[src/rtl/calculator_pkg.sv]
// -----------------------------------------------------------------------------
// calculator_pkg
// Shared definitions for the CH4 calculator front end and datapath:
//   - button index constants into the 5-bit button vectors
//   - command FSM state type for calculator_input
//   - helper that tests a button vector for exactly one set bit
// -----------------------------------------------------------------------------
package calculator_pkg;

    localparam int BTN_COUNT = 5;

    localparam int CENTER = 0;
    localparam int UP     = 1;
    localparam int LEFT   = 2;
    localparam int RIGHT  = 3;
    localparam int DOWN   = 4;

    typedef enum logic [0:0] {
        IDLE = 1'b0,
        HELD = 1'b1
    } input_state_t;

    // True when exactly one bit of v is set
    function automatic logic is_one_hot(input logic [BTN_COUNT-1:0] v);
        return (v != 5'd0) && ((v & (v - 5'd1)) == 5'd0);
    endfunction

endpackage

[src/rtl/calculator_input_debounce.sv]
// -----------------------------------------------------------------------------
// debounce
// Synchronizes one raw asynchronous button bit and accepts a level change
// only after the synchronized value has disagreed with the current debounced
// level for DEBOUNCE_CYCLES consecutive cycles.
// Ports:
//   clk   - system clock
//   rst_n - asynchronous active-low reset, clears chain, counter and level
//   raw   - raw bouncy button input, asynchronous to clk
//   level - debounced level, synchronous to clk
// -----------------------------------------------------------------------------
module debounce #(
    parameter int DEBOUNCE_CYCLES = 250000,
    parameter int SYNC_STAGES     = 2
) (
    input  logic clk,
    input  logic rst_n,
    input  logic raw,
    output logic level
);

    localparam int                CNT_W    = $clog2(DEBOUNCE_CYCLES + 1);
    // The accepting cycle is the one whose increment would reach
    // DEBOUNCE_CYCLES, so the counter itself never holds that value.
    localparam logic [CNT_W-1:0] CNT_LAST = CNT_W'(DEBOUNCE_CYCLES - 1);
    localparam logic [CNT_W-1:0] CNT_ONE  = CNT_W'(1);

    logic [SYNC_STAGES-1:0] sync_r;
    logic [CNT_W-1:0]       cnt_r;
    logic                   level_r;
    logic                   sync_s;

    assign sync_s = sync_r[SYNC_STAGES-1];
    assign level  = level_r;

    // Metastability chain: raw enters at bit 0, synchronized value leaves at the top
    always_ff @(posedge clk or negedge rst_n) begin
        if (!rst_n) begin
            sync_r <= '0;
        end else begin
            sync_r <= {sync_r[SYNC_STAGES-2:0], raw};
        end
    end

    // Stability counter: any agreement restarts the count, a full run of
    // disagreement flips the debounced level
    always_ff @(posedge clk or negedge rst_n) begin
        if (!rst_n) begin
            cnt_r   <= '0;
            level_r <= 1'b0;
        end else if (sync_s == level_r) begin
            cnt_r   <= '0;
            level_r <= level_r;
        end else if (cnt_r == CNT_LAST) begin
            cnt_r   <= '0;
            level_r <= sync_s;
        end else begin
            cnt_r   <= cnt_r + CNT_ONE;
            level_r <= level_r;
        end
    end

endmodule

[src/rtl/calculator_input.sv]
// -----------------------------------------------------------------------------
// calculator_input
// Board-pin conditioner producing the calculator command interface.
// Ports:
//   clk     - system clock (single clock domain)
//   rst_n   - asynchronous active-low reset
//   btn_raw - 5 raw active-high pushbuttons (CENTER/UP/LEFT/RIGHT/DOWN)
//   sw_raw  - 16 raw slide switches
//   start   - one-cycle strobe for a newly accepted single-button command
//   buttons - one-hot button of the last start, held until the next start
//   switch  - signed switch operand captured with start, held until next start
//   chord   - one-cycle strobe when a multi-button press is rejected
// -----------------------------------------------------------------------------
module calculator_input
    import calculator_pkg::*;
#(
    parameter int DEBOUNCE_CYCLES = 250000,
    parameter int SYNC_STAGES     = 2
) (
    input  logic                  clk,
    input  logic                  rst_n,
    input  logic [BTN_COUNT-1:0]  btn_raw,
    input  logic [15:0]           sw_raw,
    output logic                  start,
    output logic [BTN_COUNT-1:0]  buttons,
    output logic signed [15:0]    switch,
    output logic                  chord
);

    logic [BTN_COUNT-1:0]         level_s;
    logic [BTN_COUNT-1:0]         prev_level_r;
    logic [BTN_COUNT-1:0]         rise_s;
    logic [SYNC_STAGES-1:0][15:0] sw_sync_r;
    input_state_t                 state_r;
    input_state_t                 state_nxt_s;
    logic                         start_nxt_s;
    logic                         chord_nxt_s;
    logic                         start_r;
    logic                         chord_r;
    logic [BTN_COUNT-1:0]         buttons_r;
    logic signed [15:0]           switch_r;

    for (genvar i = 0; i < BTN_COUNT; i++) begin : g_btn
        debounce #(
            .DEBOUNCE_CYCLES (DEBOUNCE_CYCLES),
            .SYNC_STAGES     (SYNC_STAGES)
        ) u_debounce (
            .clk   (clk),
            .rst_n (rst_n),
            .raw   (btn_raw[i]),
            .level (level_s[i])
        );
    end

    // Switch bus synchronizer; switches are levels, so no debounce is applied
    always_ff @(posedge clk or negedge rst_n) begin
        if (!rst_n) begin
            sw_sync_r <= '0;
        end else begin
            sw_sync_r <= {sw_sync_r[SYNC_STAGES-2:0], sw_raw};
        end
    end

    // Previous debounced levels for rising-edge detection
    always_ff @(posedge clk or negedge rst_n) begin
        if (!rst_n) begin
            prev_level_r <= '0;
        end else begin
            prev_level_r <= level_s;
        end
    end

    // Command FSM: accept a lone press in IDLE, reject chords, then wait in
    // HELD until every button is released so one press gives one command
    always_comb begin
        rise_s      = level_s & ~prev_level_r;
        state_nxt_s = state_r;
        start_nxt_s = 1'b0;
        chord_nxt_s = 1'b0;
        case (state_r)
            IDLE: begin
                if (rise_s != 5'd0) begin
                    // A rise is only a clean command if nothing else is down
                    if (is_one_hot(rise_s) && (level_s == rise_s)) begin
                        start_nxt_s = 1'b1;
                    end else begin
                        chord_nxt_s = 1'b1;
                    end
                    state_nxt_s = HELD;
                end else begin
                    state_nxt_s = IDLE;
                end
            end
            HELD: begin
                if (level_s == 5'd0) begin
                    state_nxt_s = IDLE;
                end else begin
                    state_nxt_s = HELD;
                end
            end
            default: begin
                state_nxt_s = IDLE;
            end
        endcase
    end

    // FSM state register
    always_ff @(posedge clk or negedge rst_n) begin
        if (!rst_n) begin
            state_r <= IDLE;
        end else begin
            state_r <= state_nxt_s;
        end
    end

    // Registered command outputs; operand and button captured only with start
    always_ff @(posedge clk or negedge rst_n) begin
        if (!rst_n) begin
            start_r   <= 1'b0;
            chord_r   <= 1'b0;
            buttons_r <= '0;
            switch_r  <= '0;
        end else begin
            start_r <= start_nxt_s;
            chord_r <= chord_nxt_s;
            if (start_nxt_s) begin
                buttons_r <= rise_s;
                switch_r  <= signed'(sw_sync_r[SYNC_STAGES-1]);
            end else begin
                buttons_r <= buttons_r;
                switch_r  <= switch_r;
            end
        end
    end

    assign start   = start_r;
    assign chord   = chord_r;
    assign buttons = buttons_r;
    assign switch  = switch_r;

endmodule

[config.mk]
export PLATFORM = sky130hd
export DESIGN_NAME = calculator_input
export DESIGN_NICKNAME = d
export VERILOG_FILES = /design/src/rtl/calculator_pkg.sv /design/src/rtl/calculator_input_debounce.sv /design/src/rtl/calculator_input.sv
export SDC_FILE = /design/constraint.sdc
export NUM_CORES = 1
export LEC_CHECK = 0
export BUFFER_PORTS_ARGS = -buffer_cell sky130_fd_sc_hd__buf_2
export CAP_MARGIN = 20
export CELL_PAD_IN_SITES_DETAIL_PLACEMENT = 1
export CELL_PAD_IN_SITES_GLOBAL_PLACEMENT = 1
export CORE_ASPECT_RATIO = 1.75
export CORE_UTILIZATION = 45
export CTS_CLUSTER_SIZE = 14
export DETAILED_ROUTE_END_ITERATION = 6
export PLACE_DENSITY = 0.84
export SLEW_MARGIN = 30
export SYNTH_ARGS = -nofsm -noshare
export SYNTH_HDL_FRONTEND = slang
export SYNTH_SLANG_ARGS = --single-unit
[constraint.sdc]
create_clock -name clk -period 4.7 [get_ports clk]
set_input_delay 0.47 -clock clk [delete_from_list [all_inputs] [get_ports clk]]
set_output_delay 0.47 -clock clk [all_outputs]
set_load 0.03 [all_outputs]
# Word level (Yosys, flattened, before mapping)
# Cells that the tools add are included.
[classes] mux=19 n_addsub=6 eq_ne=11 bitwise=9 reduce_logical=10
[op_table] cell="two-way mux 18 bit" n=10
[op_table] cell="adder 18 x 1 -> 18 bit (second input constant)" n=5
[op_table] cell="== test 18 bit (second input constant)" n=5
[op_table] cell="AND 5 bit" n=2
[op_table] cell="zero test 5 bit" n=2
[op_table] cell="AND reduction 2 bit" n=5
[op_table] cell="two-way mux 1 bit" n=8
[op_table] cell="inverter 1 bit" n=6
[op_table] cell="== test 1 bit" n=5
[op_table] cell="== test 5 bit" n=1
[op_table] cell="inverter 5 bit" n=1
[op_table] cell="nonzero test 5 bit" n=1
[op_table] cell="subtractor 5 x 1 -> 5 bit (second input constant)" n=1
[op_table] cell="logical AND 1 bit" n=2
[op_table] cell="one-hot mux 1 bit (2 select lines)" n=1
[word_totals] ff_bits=166 input_bits=23 output_inout_bits=23

# Depth between registers and ports, before layout
[depth] ltp_word=10 mapped_depth=7 mapped_depth_nobuf=6

# By module
# A second synthesis with hierarchy kept.
[hier_totals] cells_unflattened=602 area_unflattened_um2=7150.6
[by_module_without_submodules] module="debounce" n_inst=5 cells_each=99 seq_area_each_um2=525.5 area_each_um2=1029.7
[by_module_without_submodules] module="calculator_input" n_inst=1 cells_each=107 seq_area_each_um2=1526.5 area_each_um2=2001.9

# Worst setup path after synthesis
# No wires, ideal clock.
[synth_path] kind="register -> register" start="reg g_btn[2].u_debounce.level_r" end="reg switch_r[0], in the netlist switch[0]" arrival_time_ns=1.770 path_stages_with_launch=7 setup_ns=0.125 required_ns=4.575 path_buffers=1 setup_slack_ns=2.805 path_cell_list="dfrtp_1 -> nor2b_4 -> or4_1 -> o21ai_2 -> nand4_4 -> buf_6 -> mux2_4"
[synth_via] elab_chain_cells=9 word_cells_on_any_way=11 cone_classes="add/sub: 1; eq/ne: 1; mux: 3; bitwise: 2; reduce/logical: 4"
[synth_rtl] item="start, declared" line_no="calculator_input_debounce.sv:30" text="logic level_r;"
[synth_rtl] item="start signal, assigned" line_no="calculator_input_debounce.sv:53" text="level_r <= level_r;"
[synth_rtl] item="start signal, assigned" line_no="calculator_input_debounce.sv:56" text="level_r <= sync_s;"
[synth_rtl] item="start signal, assigned" line_no="calculator_input_debounce.sv:59" text="level_r <= level_r;"
[synth_rtl] item="AND 5 bit" line_no="calculator_input.sv:76" text="rise_s = level_s & ~prev_level_r;"
[synth_rtl] item="subtractor 5 x 1 -> 5 bit" line_no="calculator_pkg.sv:25" text="return (v != 5'd0) && ((v & (v - 5'd1)) == 5'd0);"
[synth_rtl] item="AND 5 bit" line_no="calculator_pkg.sv:25"
[synth_rtl] item="zero test 5 bit" line_no="calculator_pkg.sv:25"
[synth_rtl] item="logical AND 1 bit" line_no="calculator_pkg.sv:25"
[synth_rtl] item="logical AND 1 bit" line_no="calculator_input.sv:84" text="if (is_one_hot(rise_s) && (level_s == rise_s)) begin"
[synth_rtl] item="two-way mux 1 bit" line_no="calculator_input.sv:84"
[synth_rtl] item="two-way mux 1 bit *" line_no="calculator_input.sv:82" text="if (rise_s != 5'd0) begin"
[synth_rtl] item="two-way mux 1 bit *" line_no="calculator_input.sv:80" text="case (state_r)"
[synth_rtl] item="end signal, assigned" line_no="calculator_input.sv:128" text="switch_r <= signed'(sw_sync_r[SYNC_STAGES-1]);"
[synth_rtl] item="end signal, assigned" line_no="calculator_input.sv:131" text="switch_r <= switch_r;"
[synth_rtl] item="end, declared" line_no="calculator_input.sv:41" text="logic signed [15:0] switch_r;"
# Mark *: on every way between the ends. The rest lies on a longest branch, timed or not.
# A chain may end at the register's enable or synchronous reset.

# Worst setup path in the final report
[layout_path] start="reg g_btn[2].u_debounce.cnt_r[0]" end="reg g_btn[2].u_debounce.cnt_r[14]"
[layout_via] elab_chain_cells=3 word_cells_on_any_way=4 cone_classes="add/sub: 1; eq/ne: 1; mux: 2"
[layout_rtl] item="start, declared" line_no="calculator_input_debounce.sv:29" text="logic [CNT_W-1:0] cnt_r;"
[layout_rtl] item="start signal, assigned" line_no="calculator_input_debounce.sv:58" text="cnt_r <= cnt_r + CNT_ONE;"
[layout_rtl] item="adder 18 x 1 -> 18 bit or == test 18 bit (tied branches)" line_no="calculator_input_debounce.sv:58, calculator_input_debounce.sv:54"
[layout_rtl] item="two-way mux 18 bit *" line_no="calculator_input_debounce.sv:54" text="end else if (cnt_r == CNT_LAST) begin"
[layout_rtl] item="two-way mux 18 bit *" line_no="calculator_input_debounce.sv:51" text="end else if (sync_s == level_r) begin"
# Marks and branches as above.

==> key figures <==
Clocking
  • Hold Buf Count CTS: 0
  • Cts repair resizes: 0
  • TritonCTS buffer count: 17
  • Clock sink count: 166
  • Largest buffer count on any clock path: 2
  • Latest clock arrival within the worst-skew pair: 0.43 ns
  • Cell chosen for the clock root: clkbuf_16
  • H-tree depth: 4
  • TritonCTS clock tree: built
  • Clk pin slew, worst setup/hold paths: 0.07 ns
  • Post-CTS Repair Setup Buffers: 0

Critical path
  • Crit Path Category: flip-flop to flip-flop
  • Setup crit start kind: flip-flop
  • Crit path max fanout: 17
  • Worst endpoint required time: 4.98 ns
  • CP arrival: 2.70 ns
  • Worst-case reg-to-reg path depth: 5
  • CP Capture Type: flip-flop

Logic synthesis
  • Syn Inst Count: 580
  • Synth Register Bits: 166
  • Post-synth EDFFs: 0
  • Synthesized area per cell: 11.8 sq um
  • Sequential fraction of the synthesis area: 0.606
  • Syn Nets: 608
  • Area of the mapped netlist: 6860 sq um
  • FFs w/ async S/R, synth: 1.00
  • Most used DFF post-synth: dfrtp_1
  • Netlist cell types: 46
  • Synth warn: 0

Drt
  • WL/cell: 19.5 um
  • DR vias/cell: 5.39
  • DRC violations left: 0
  • Router iterations before antenna repair: 4
  • Iter 0 DRT Violations: 156
  • Routed Antenna Nets: 0
  • WL final: 16100 um
  • Routed vias: 4465

Cells and area
  • Share of layout cells above drive strength 1: 0.178
  • Diodes inserted: 0
  • Commonest non-fill, non-tap cells in the layout: dfrtp_1, nor2_1, buf_2
  • Synth-to-layout area growth: 14.4%
  • Commonest non-fill, non-tap cell in the layout: dfrtp_1
  • Final instance area: 7840 sq um
  • Final nets: 661

Timing
  • WHS: 0.135 ns
  • Worst rel slew slack: 0.452
  • Worst setup margin: 2.27 ns
  • Worst-Margin Slew: 0.821 ns
  • Final Max Slew Viols: 0
  • Clock skew: 0.0157 ns
  • Fmax: 412 MHz
  • Final setup fails: 0
  • Hold Vio Cnt, Final: 0
  • Final setup TNS: 0 ns
  • Post-layout min period: 2.43 ns
  • RSZ-0062 raised after global routing: no
  • Fin crit share: 0.516

Power
  • Comb power frac: 0.025
  • Pwr/cell area: 374 nW/um^2
  • Sequential power share: 0.503
  • Leakage power: 3.61 nW
  • Final Power: 2.93 mW
  • Peak supply drop: 230 uV
  • Internal power component: 2.20 mW
  • Sw Share: 0.249
  • Sw power: 0.730 mW
  • Clock share of power: 0.472

Die
  • Die area: 15800 sq um
  • Starting Density: 0.460
  • # rows: 59
  • Die width: 95.3 um
  • Ports: 46
  • Core ar.: 14900 sq um
  • Die height: 165 um

Placed design
  • Pre-CTS setup slack: 2.31 ns
  • Placed Area: 7250 sq um
  • Post-detailed-placement half-perimeter wirelength: 10600 um
  • Placer Congestion: 0.822
  • Port buffer count: 45

GRT
  • Total GRT Usage: 0.228
  • Initial antenna violation count: 0
  • Largest net degree at the start of global routing: 101
  • Number of global-route vias before repair: 5106
  • Gr ovfl total: 0
  • First-pass GRT wire length: 26400 um

Job
  • Max Cap Viol: 0

Hold path
  • Worst min-delay path class: input port to async pin

Outcome
  • Status: finished, final reports clean
-- critical path: stages, from the launching register on --
cell,delay [ns]
dfrtp_1,0.37
ha_1,0.20
nand3_1,0.24
nor4_1,0.67
nand2b_1,0.63
nor2_1,0.16
-- layout make-up --
class	instances	area [sq um]
tap	183	229
timing repair buffer	47	249
inverter	13	48.8
multi-input combinational	388	2570
clock inverter	14	149
clock buffer	18	439
fill	1591	7070
sequential	166	4150
-- layer usage --
layer  track usage  part of all wire  up-vias
li1              -                 -     2056
met1         0.240              0.36     2310
met2         0.430              0.59       66
met3        0.0458             0.022       33
met4        0.0930             0.028        0
met5             0                 0        -
-- registers in the layout, summed over array words and instances, names as in the netlist --
signal                   count
chord                        1
g_btn.u_debounce.sync_r     10
prev_level_r                 5
sw_sync_r                   32
g_btn.u_debounce.level       5
start                        1
buttons                      5
g_btn.u_debounce.cnt_r      90
state_r                      1
switch                      16
-- through the flow --
step / instances / util
floorplan: 580 / -
global placement: 797 / 0.486
detailed placement: 797 / 0.486
CTS: 829 / 0.526
global route: 829 / 0.526
finish: 829 / 0.526
-- path summary, 6_finish.rpt --
check	startpoint	endpoint	slack [ns]
setup / recovery	g_btn[2].u_debounce.cnt_r[0]$_DFF_PN0_	g_btn[2].u_debounce.cnt_r[14]$_DFF_PN0_	2.27
hold / removal	rst_n	g_btn[3].u_debounce.cnt_r[6]$_DFF_PN0_	0.13
setup reg to reg	g_btn[2].u_debounce.cnt_r[0]$_DFF_PN0_	g_btn[2].u_debounce.cnt_r[14]$_DFF_PN0_	2.27
hold reg to reg	sw_sync_r[5]$_DFF_PN0_	sw_sync_r[21]$_DFF_PN0_	0.35
max in group asynchronous	rst_n	g_btn[1].u_debounce.cnt_r[13]$_DFF_PN0_	3.55
min in group clk	sw_raw[14]	sw_sync_r[14]$_DFF_PN0_	0.14
-- kinds of logic after synthesis --
group | count (synthesis) | share of synthesized area
compound gates | 12 | 0.0115
simple gates | 261 | 0.195
mux | 26 | 0.0529
fa+ha+maj | 6 | 0.0106
xor+xnor | 83 | 0.106
flops | 166 | 0.606
buf+inv | 26 | 0.0186
-- synthesized netlist by cell type, types with 3 or more instances --
cell        n  area share
and3_1     10      0.0091
and4_1      9       0.011
buf_2       6      0.0044
clkbuf_1    3      0.0016
dfrtp_1   166        0.61
ha_1        5      0.0091
inv_1      12      0.0066
mux2_2      6      0.0099
mux2_4     19       0.042
nand2_1    29       0.016
nand3_1    26       0.019
nand3b_1    6      0.0066
nand4_1    23       0.021
nor2_1    114       0.062
nor3_1      6      0.0044
nor4_1     11       0.010
nor4b_1     4      0.0051
o21ai_0     3      0.0022
or2_1       3      0.0027
xnor2_1    43       0.055
xor2_1     40       0.051
-- power groups by stage --
stage	Combinational, mW	Clock [mW]	Sequential, mW
after floorplan	0.0307	0	1.50
after global placement	0.0702	0	1.50
after detailed placement	0.0759	0	1.50
after CTS	0.0773	1.41	1.47
after global routing	0.0862	1.46	1.48
final	0.0744	1.38	1.47
No activity file was read; power rests on OpenSTA's default activity.
